**src/rtl/ft245_pkg.sv**
```systemverilog
// ---------------------------------------------------------------------------
// ft245_pkg
// Shared definitions for the FT245 FIFO interface (read and write paths).
//   - strobe FSM state encoding
//   - data bus width
//   - default strobe timing and buffer depth
//   - cnt_width(): width of a down-counter able to hold the longer phase
// No ports (package).
// ---------------------------------------------------------------------------
package ft245_pkg;

  localparam int D_WIDTH = 8;

  typedef logic [D_WIDTH-1:0] ft245_byte_t;

  // Strobe FSM states, kept as plain constants so legacy code can compare
  // against raw 2-bit values.
  localparam logic [1:0] ST_IDLE    = 2'b00;
  localparam logic [1:0] ST_RD_LOW  = 2'b01;
  localparam logic [1:0] ST_RD_HIGH = 2'b10;

  localparam int FIFO_DEPTH_DEF     = 16;
  localparam int RD_LOW_CYCLES_DEF  = 3;
  localparam int RD_HIGH_CYCLES_DEF = 4;

  // The counter is loaded with (phase length - 1), so $clog2 of the longest
  // phase is enough; a single-cycle phase still needs one bit.
  function automatic int cnt_width(input int low_cycles, input int high_cycles);
    int longest;
    longest = (low_cycles > high_cycles) ? low_cycles : high_cycles;
    return (longest < 2) ? 1 : $clog2(longest);
  endfunction

endpackage

```
**src/rtl/ft245_rx_fifo.sv**
```systemverilog
// ---------------------------------------------------------------------------
// ft245_rx_fifo
// Synchronous first-word-fall-through FIFO buffering received bytes.
// Parameters: DEPTH (power of 2, >= 2), WIDTH (entry width).
// Ports:
//   clock_in    in   clock, posedge
//   reset_n     in   asynchronous active-low reset (empties the FIFO)
//   push        in   write push_data this edge
//   push_data   in   WIDTH-bit entry to store
//   pop         in   discard head entry this edge
//   head_data   out  head entry (0 while empty)
//   head_valid  out  FIFO not empty
//   level       out  occupancy, 0..DEPTH
// ---------------------------------------------------------------------------
module ft245_rx_fifo
  import ft245_pkg::*;
#(
  parameter int DEPTH = FIFO_DEPTH_DEF,
  parameter int WIDTH = D_WIDTH
) (
  input  logic                   clock_in,
  input  logic                   reset_n,
  input  logic                   push,
  input  logic [WIDTH-1:0]       push_data,
  input  logic                   pop,
  output logic [WIDTH-1:0]       head_data,
  output logic                   head_valid,
  output logic [$clog2(DEPTH):0] level
);

  localparam int PTR_W = $clog2(DEPTH);
  localparam int LVL_W = PTR_W + 1;

  logic [WIDTH-1:0] mem [DEPTH];
  logic [PTR_W-1:0] wr_ptr;
  logic [PTR_W-1:0] rd_ptr;
  logic [LVL_W-1:0] count;
  logic             do_push;
  logic             do_pop;

  // A push into a full FIFO is only accepted when a pop frees the slot in
  // the same cycle; the level therefore can never exceed DEPTH.
  assign do_pop  = pop && (count != '0);
  assign do_push = push && ((count != LVL_W'(DEPTH)) || do_pop);

  always_ff @(posedge clock_in) begin
    if (do_push) begin
      mem[wr_ptr] <= push_data;
    end
  end

  // Pointers are exactly PTR_W bits wide, so they wrap modulo DEPTH.
  always_ff @(posedge clock_in or negedge reset_n) begin
    if (!reset_n) begin
      wr_ptr <= '0;
      rd_ptr <= '0;
      count  <= '0;
    end else begin
      if (do_push) begin
        wr_ptr <= wr_ptr + PTR_W'(1);
      end
      if (do_pop) begin
        rd_ptr <= rd_ptr + PTR_W'(1);
      end
      case ({do_push, do_pop})
        2'b10:   count <= count + LVL_W'(1);
        2'b01:   count <= count - LVL_W'(1);
        default: count <= count;
      endcase
    end
  end

  // The memory has no reset, so the head is masked while empty.
  assign head_valid = (count != '0);
  assign head_data  = head_valid ? mem[rd_ptr] : '0;
  assign level      = count;

endmodule

```
**src/rtl/ft245_fifo_read.sv**
```systemverilog
// ---------------------------------------------------------------------------
// ft245_fifo_read
// Receive path of the FT245 asynchronous FIFO interface. Strobes rd_n while
// the device reports data (rxf_n low), buffers each byte in ft245_rx_fifo and
// presents it on a valid/ready stream.
// Parameters: DEPTH (power of 2, >= 2), RD_LOW_CYCLES (>= 1),
//             RD_HIGH_CYCLES (>= 3, covers the rxf_n synchronizer).
// Ports:
//   clock_in    in   system clock, posedge
//   reset_n     in   asynchronous active-low reset
//   rxf_n       in   FT245 receive flag, asynchronous, low = byte available
//   data_in     in   FT245 data bus (stable while rd_n is low)
//   rd_n        out  FT245 read strobe, active low, registered
//   enable      in   permits new read strobes
//   m_data      out  head-of-FIFO byte
//   m_valid     out  m_data valid
//   m_ready     in   downstream accepts (pop on m_valid && m_ready)
//   fifo_level  out  FIFO occupancy
//   receive_on  out  high while a strobe sequence is in progress
//   rx_count    out  32-bit count of pushed bytes, wraps
//                    (present only with FT245_RX_BYTE_COUNT_EN defined)
// ---------------------------------------------------------------------------
module ft245_fifo_read
  import ft245_pkg::*;
#(
  parameter int DEPTH          = FIFO_DEPTH_DEF,
  parameter int RD_LOW_CYCLES  = RD_LOW_CYCLES_DEF,
  parameter int RD_HIGH_CYCLES = RD_HIGH_CYCLES_DEF
) (
  input  logic                   clock_in,
  input  logic                   reset_n,
  input  logic                   rxf_n,
  input  logic [D_WIDTH-1:0]     data_in,
  output logic                   rd_n,
  input  logic                   enable,
  output logic [D_WIDTH-1:0]     m_data,
  output logic                   m_valid,
  input  logic                   m_ready,
  output logic [$clog2(DEPTH):0] fifo_level,
  output logic                   receive_on
`ifdef FT245_RX_BYTE_COUNT_EN
  ,
  output logic [31:0]            rx_count
`endif
);

  localparam int LVL_W = $clog2(DEPTH) + 1;
  localparam int CNT_W = cnt_width(RD_LOW_CYCLES, RD_HIGH_CYCLES);

  logic             rxf_meta;
  logic             rxf_s;
  logic [1:0]       state;
  logic [CNT_W-1:0] cnt;
  logic             push;
  logic             pop;

  // Two-flop synchronizer; resets to "no data" so nothing is read until the
  // flag has been seen low for two full edges.
  always_ff @(posedge clock_in or negedge reset_n) begin
    if (!reset_n) begin
      rxf_meta <= 1'b1;
      rxf_s    <= 1'b1;
    end else begin
      rxf_meta <= rxf_n;
      rxf_s    <= rxf_meta;
    end
  end

  // Strobe sequencer. Room in the FIFO is checked only when a strobe starts:
  // pops during the strobe can only add room, so the push at the end of
  // RD_LOW always fits. Once started, a strobe runs to completion regardless
  // of enable or rxf_n.
  always_ff @(posedge clock_in or negedge reset_n) begin
    if (!reset_n) begin
      state <= ST_IDLE;
      cnt   <= '0;
      rd_n  <= 1'b1;
    end else begin
      case (state)
        ST_IDLE: begin
          if (enable && !rxf_s && (fifo_level < LVL_W'(DEPTH))) begin
            state <= ST_RD_LOW;
            rd_n  <= 1'b0;
            cnt   <= CNT_W'(RD_LOW_CYCLES - 1);
          end
        end
        ST_RD_LOW: begin
          if (cnt == '0) begin
            state <= ST_RD_HIGH;
            rd_n  <= 1'b1;
            cnt   <= CNT_W'(RD_HIGH_CYCLES - 1);
          end else begin
            cnt <= cnt - CNT_W'(1);
          end
        end
        ST_RD_HIGH: begin
          if (cnt == '0) begin
            state <= ST_IDLE;
          end else begin
            cnt <= cnt - CNT_W'(1);
          end
        end
        default: begin
          state <= ST_IDLE;
          rd_n  <= 1'b1;
          cnt   <= '0;
        end
      endcase
    end
  end

  // data_in is sampled on the edge that ends the last low cycle, while rd_n
  // is still low at the device.
  assign push       = (state == ST_RD_LOW) && (cnt == '0);
  assign pop        = m_valid && m_ready;
  assign receive_on = (state != ST_IDLE);

  ft245_rx_fifo #(
    .DEPTH (DEPTH),
    .WIDTH (D_WIDTH)
  ) u_fifo (
    .clock_in   (clock_in),
    .reset_n    (reset_n),
    .push       (push),
    .push_data  (data_in),
    .pop        (pop),
    .head_data  (m_data),
    .head_valid (m_valid),
    .level      (fifo_level)
  );

`ifdef FT245_RX_BYTE_COUNT_EN
  always_ff @(posedge clock_in or negedge reset_n) begin
    if (!reset_n) begin
      rx_count <= '0;
    end else if (push) begin
      rx_count <= rx_count + 32'd1;
    end
  end
`endif

endmodule

```
**config.mk**
```make
export PLATFORM = sky130hd
export DESIGN_NAME = ft245_fifo_read
export DESIGN_NICKNAME = d
export VERILOG_FILES = /design/src/rtl/ft245_pkg.sv /design/src/rtl/ft245_rx_fifo.sv /design/src/rtl/ft245_fifo_read.sv
export SDC_FILE = /design/constraint.sdc
export NUM_CORES = 1
export LEC_CHECK = 0
export BUFFER_PORTS_ARGS = -buffer_cell sky130_fd_sc_hd__buf_2
export CORE_ASPECT_RATIO = 1.4
export CORE_MARGIN = 2
export CORE_UTILIZATION = 30
export CTS_CLUSTER_SIZE = 24
export DETAILED_ROUTE_END_ITERATION = 10
export HOLD_SLACK_MARGIN = 0.12
export SLEW_MARGIN = 30
export SYNTH_ARGS = -nofsm -noshare
export SYNTH_HDL_FRONTEND = slang
export SYNTH_HIERARCHICAL = 1
export SYNTH_SLANG_ARGS = --single-unit
```
**constraint.sdc**
```tcl
create_clock -name clock_in -period 2.57 [get_ports clock_in]
set_input_delay 0.514 -clock clock_in [delete_from_list [all_inputs] [get_ports clock_in]]
set_output_delay 0.514 -clock clock_in [all_outputs]
set_load 0.1 [all_outputs]
```
# After elaboration in Yosys (flattened, before gate mapping)
# Memories as Yosys holds them, arrays and structs flattened.
# Index checks and enable logic that the tools add are counted.
# totals
mem_count	1
word_cells	56
regBits	20
output_inout_bits	16
ramBits	128
inputBits	13
# op_classes
mux	15
n_bitwise	1
n_eq_ne	9
reduce_logical	16
n_lt_le_gt_ge	1
n_addsub	5
# memory_table
name	depth	word_bits	read_ports	rd_clocked_by_memory_dff	write_ports	line_no	rtl
u_fifo.mem	16	8	1	0	1	ft245_rx_fifo.sv:34	logic [WIDTH-1:0] mem [DEPTH];
# ops
op	count
2-to-1 mux 2 bit	6
case mux 2 bit (3 select lines)	2
case mux 5 bit (2 select lines)	1
adder 4 x 1 -> 4 bit (second input constant)	2
2-to-1 mux 8 bit	1
!= test 2 bit (second input constant)	4
logical AND 1 bit	6
AND reduction 3 bit	2
adder 5 x 1 -> 5 bit (second input constant)	1
< comparator 5 bit (second input constant)	1
!= test 5 bit (second input constant)	1
nonzero test 5 bit	1
subtractor 5 x 1 -> 5 bit (second input constant)	1
equality test 2 x 1 -> 1 bit (second input constant)	2
equality test 2 bit (second input constant)	2
zero test 2 bit	2
2-to-1 mux 1 bit	4
nonzero test 2 bit	2
case mux 1 bit (3 select lines)	1
AND reduction 2 bit	1
subtractor 2 x 1 -> 2 bit (second input constant)	1
zero test 1 bit	1
logical OR 1 bit	1
inverter 1 bit	1

# Longest topological paths before layout
# depth
ltp_word	7
depth_mapped	11
depth_no_buf	11

# Cells and area by module
# The synthesis kept the hierarchy.
# by_module_without_submodules
module	cells_each	area_each_um2	n_inst
ft245_rx_fifo	299	5765.5	1
ft245_fifo_read	36	359.1	1

# Worst setup path after synthesis
# No wires, ideal clock.
# synth_timing
path_kind	flip-flop to output port
start	reg u_fifo.count[4], in the netlist u_fifo/level[4]
end	out m_data[0]
stages_incl_launch_ff	5
t_arrival_ns	3.741
slack_ns	-1.685
required_ns	2.056
path_cell_list	dfrtp_1 inv_1 nand2_1 o21ai_0 a21oi_1
# synth_via
elab_chain_cells	2
# synth_rtl
element	line_no	rtl
start, declared	ft245_rx_fifo.sv:37	logic [LVL_W-1:0] count;
start signal, assigned	ft245_rx_fifo.sv:66	2'b10: count <= count + LVL_W'(1);
start signal, assigned	ft245_rx_fifo.sv:67	2'b01: count <= count - LVL_W'(1);
start signal, assigned	ft245_rx_fifo.sv:68	default: count <= count;
nonzero test 5 bit	ft245_rx_fifo.sv:74	assign head_valid = (count != '0);
named net m_valid	ft245_fifo_read.sv:37	output logic m_valid,
2-to-1 mux 8 bit	ft245_rx_fifo.sv:75	assign head_data = head_valid ? mem[rd_ptr] : '0;
end, declared	ft245_fifo_read.sv:36	output logic [D_WIDTH-1:0] m_data,
# The timed path passes the listed nets, and every way through them passes these cells.

# Final worst setup path
# layout_timing
start	reg u_fifo.rd_ptr[1]
end	out m_data[6]
# layout_via
elab_chain_cells	2
# layout_rtl
element	line_no	rtl
start, declared	ft245_rx_fifo.sv:36	logic [PTR_W-1:0] rd_ptr;
start signal, assigned	ft245_rx_fifo.sv:63	rd_ptr <= rd_ptr + PTR_W'(1);
memory (16 x 8 bit)	n/a	
2-to-1 mux 8 bit	ft245_rx_fifo.sv:75	
# Every way passes these cells.

==> summary.md <==
| Metric | Value |
|---|---|
| Pleak | `approximately 2.7 nW` |
| Post-placement cell area | `a little over 7000 sq um` |
| Count of final setup violators | `8` |
| Largest net degree at the start of global routing | `27` |
| Die area | `21600 sq um` |
| Worst R2R Path Depth | `9` |
| Unrepaired setup endpoints after global routing | `true` |
| First-pass GRT wire length | `approximately 20000 um` |
| Slowest cell on crit path | `mux4_2` |
| Buffers & Inverters on Critical Path | `3` |
| Post-Synth Simple-Gate Area | `between 4 and 5%` |
| Core Box Area | `around 20000 sq um` |
| Total Routing Usage GR | `12.3%` |
| R2r setup slk | `0.10 ns` |
| HPWL Detailed | `roughly 8500 um` |
| Via-per-instance ratio | `approximately 4.7` |
| Synth top area share | `62.8%` |
| Skew-Pair Late Insertion Delay | `around 0.42 ns` |
| Final std cells w/o fill | `678` |
| Adder-cell share of the synthesized area | `under 10%` |
| Synth Area in XOR/XNOR | `1.29%` |
| Root buffer cell | `clkbuf_16` |
| Initial antenna violation count | `0` |
| Drt total wl | `approximately 13000 um` |
| Hold Path Sink | `rxf_meta$_DFF_PN1_` |
| Synth Area in Compound Gates | `approximately 3.6%` |
| Most Frequent Cell on Critical Path | `buf_12` |
| Violated checks | `negative setup slack` |
| Part of the Yosys area used for sequential elements | `about 71%` |
| Achievable frequency | `around 0.36 GHz` |
| Status | `finished, violations left` |
| Routability Congestion | `roughly 0.75` |
| Critical path launch point | `u_fifo/rd_ptr[1]$_DFFE_PN0N_` |
| Slew Limit Headroom | `between 50% and 60%` |
| Asr flop ratio synth | `13.5%` |
| Post-route ant nets | `0` |
| Number of global-route vias before repair | `between 3000 and 4000` |
| CTS H-tree lvls | `4` |
| Largest family of logic cells by synthesized area | `multiplexers` |
| Io pins | `29` |
| Final worst slack | `-0.236 ns` |
| Worst path top cell family by delay | `multiplexers` |
| First-pass DRT Iterations | `4` |
| CTS tree | `done` |
| Worst reg2reg startpoint | `u_fifo/level[1]$_DFFE_PN0P_` |
| Routed vias | `3215` |
| Placed cells | `about 640` |
| Hold depth | `1` |
| Crit Path Class | `flop to output port` |
| Worst VDD drop | `1430 uV` |
| Total of warnings raised by yosys | `6` |
| Power density over cell area | `around 1300 nW/um^2` |
| Post-synthesis mux area share | `15.8%` |
| Post-synthesis cell area | `between 6000 and 7000 sq um` |
| Post-synth cell types | `between 40 and 50` |
| Die Span X | `between 100 and 150 um` |
| N_diodes | `0` |
| Initial Utilization | `30.7%` |
| Worst hold path class | `input port to flop` |
| Port Buf Inserts | `28` |
| Prevailing post-synth register cell | `edfxtp_1` |
| Period utilisation layout | `109%` |
| Number of synthesized flops with an enable pin | `~130` |
| Clock-pin slew on the worst setup and hold paths | `0.06 ns` |
| Nets | `436` |
| Endpoints failing hold | `0` |
| CP startpoint kind | `flop` |
| Synth Instances | `335` |
| Worst-Margin Slew | `~0.7 ns` |
| Wire per inst | `18.6 um` |
| Final Cell Area | `slightly below 8000 sq um` |
| Crit-path cells | `buf_12 -> buf_4 -> mux4_2 -> mux2_4 -> o21ai_4 -> a21oi_4 -> buf_12` |
| Crit end category | `output port` |
| CTS buffer count | `17` |
| Row cnt | `61` |
| WP data arrival | `roughly 2.3 ns` |
| Crit Path Max Fanout | `11` |
| Avg Cell Area, Syn | `approximately 18 sq um` |
| Top-count cell post-synth | `edfxtp_1` |
| Top cell type by total area after synthesis | `edfxtp_1` |
| Min Tclk post-route | `2.81 ns` |
| Hold Crit Start | `rxf_n` |
| Violation count after the first detailed-routing iteration | `roughly 170` |
| Worst Skew | `0.0195 ns` |
| Max incr delay on CP | `~0.48 ns` |
| Power Total | `10.5 mW` |
| Share of cells above drive strength 1 | `between 40 and 50%` |
| Slew Viols, Final | `0` |
| TritonCTS Sinks | `between 100 and 150` |
| Die Y-Extent | `173 um` |
| Post-route DRC | `0` |
| Total gr overflow | `0` |
| Dominant cells by area after synthesis | `edfxtp_1, mux4_2, dfrtp_1, mux2i_1, ha_1` |
| Commonest cells post-synth | `edfxtp_1, mux4_2, nor2_1` |
| DP Worst Slack | `-0.0655 ns` |
| Syn_nets | `approximately 360` |
| Clock Tree Buf Depth | `2` |
| CP required | `2.06 ns` |
| Worst R2R End | `u_fifo/level[4]$_DFFE_PN0P_` |
| Max cap viols | `0` |
| #FFs+latches synth | `148` |
| Synth-to-Final Area Change | `28.4%` |
[worst reg2reg max path: stages, from the launching register on]
cell and delay, ns:
dfrtp_4 0.52, or4_4 0.60, o21ai_4 0.15, or2_4 0.15, inv_4 0.05, ha_1 0.30, nor2_1 0.07, a21oi_4 0.16
mux2i_1 0.24, o22ai_1 0.09
[power breakdown]
group	leakage, nW	internal, mW	switching [mW]
Clock	0.267	1.36	0.999
Sequential	1.38	2.83	0.284
Combinational	1.09	2.09	2.92
Total	2.74	6.28	4.20
[flip-flops by register name, indices dropped and copies added, names as in the netlist]
signal	cells
cnt	2
rd_n	1
rxf_meta	1
rxf_s	1
state	2
u_fifo/level	5
u_fifo/mem	128
u_fifo/rd_ptr	4
u_fifo/wr_ptr	4
[metrics by stage]
| step | utilization [%] | setup TNS, ns | hold slack [ns] |
|---|---|---|---|
| 5_1_grt | 39.5 | -2.47 | 0.184 |
| 2_1_floorplan | - | -0.584 | 0.218 |
| 3_5_place_dp | 35.4 | -0.110 | 0.350 |
| 6_report | 39.5 | -1.67 | 0.212 |
| 3_3_place_gp | 35.4 | -0.0717 | 0.350 |
| 4_1_cts | 39.2 | -2.05 | 0.183 |
[cell type report]
cell class	count	area, sq um
sequential	148	4370
timing repair buffer	75	664
clock buffer	18	429
inverter	12	47.5
clock inverter	14	141
fill	1783	12100
tap	252	315
multi-input combinational	159	1900
[worst max path at each step]
stage               slack, ns                          end  depth (start not counted)
floorplan               -0.23  u_fifo/level[4]$_DFFE_PN0P_                         11
global placement        -0.07                    m_data[1]                          7
detailed placement      -0.07                    m_data[1]                          7
CTS                     -0.28                    m_data[5]                          7
global route            -0.32                    m_data[5]                          7
finish                  -0.24                    m_data[6]                          7
[logic make-up (layout without fill, tap and decap cells)]
logic type,Yosys count,count (layout)
AOI/OAI and AO/OA,34,34
xor gates and xnor gates,9,9
adders and majority gates,10,10
buffers and inverters,28,119
DFF,148,148
muxes,55,55
and+or+nand+nor,51,51
[repair_timing]
action / CTS / global route
buffers inserted: 2 / 2
gates resized for setup: 47 / 7
hold buffers: 1 / 0
endpoints found under the hold margin: 17 / 0
pin swaps: 0 / 2
setup endpoints to repair: 8 / 10
[metal layers]
metal / routed length, um / vias up / share of wire [%] / global-route usage [%]
met5: 0 / - / 0 / 0
met3: 398 / 7 / 3.2 / 3.09
li1: - / 1468 / - / -
met2: 6720 / 60 / 53 / 21.3
met1: 5410 / 1680 / 43 / 15.1
met4: 113 / 0 / 0.89 / 3.60
[placed cells by master (no fill, tap or decap), types with 2 or more instances in the layout]
cell        synthesis  final
edfxtp_1          128    128
buf_4               2     41
mux4_2             32     32
buf_2               8     20
nor2_1             19     19
clkbuf_16           0     17
inv_1              12     11
dfrtp_1            17     11
buf_12              0     11
nand2_1            11     10
mux2i_1            12     10
a21oi_4             0      8
xnor2_1             8      8
mux2_4              0      6
ha_1                9      6
o21ai_0            11      5
dfrtp_4             0      5
nand2b_1            5      4
clkinvlp_4          0      4
inv_6               0      4
mux2_2              9      4
nor3_2              0      4
inv_8               0      3
dfstp_2             3      3
o21ai_2             0      3
o21ai_1             1      3
o22ai_1             2      2
a211oi_1            2      2
o21ai_4             1      2
a21oi_2             0      2
nand3_1             2      2
ha_4                0      2
(Power assumes the default switching activity.)
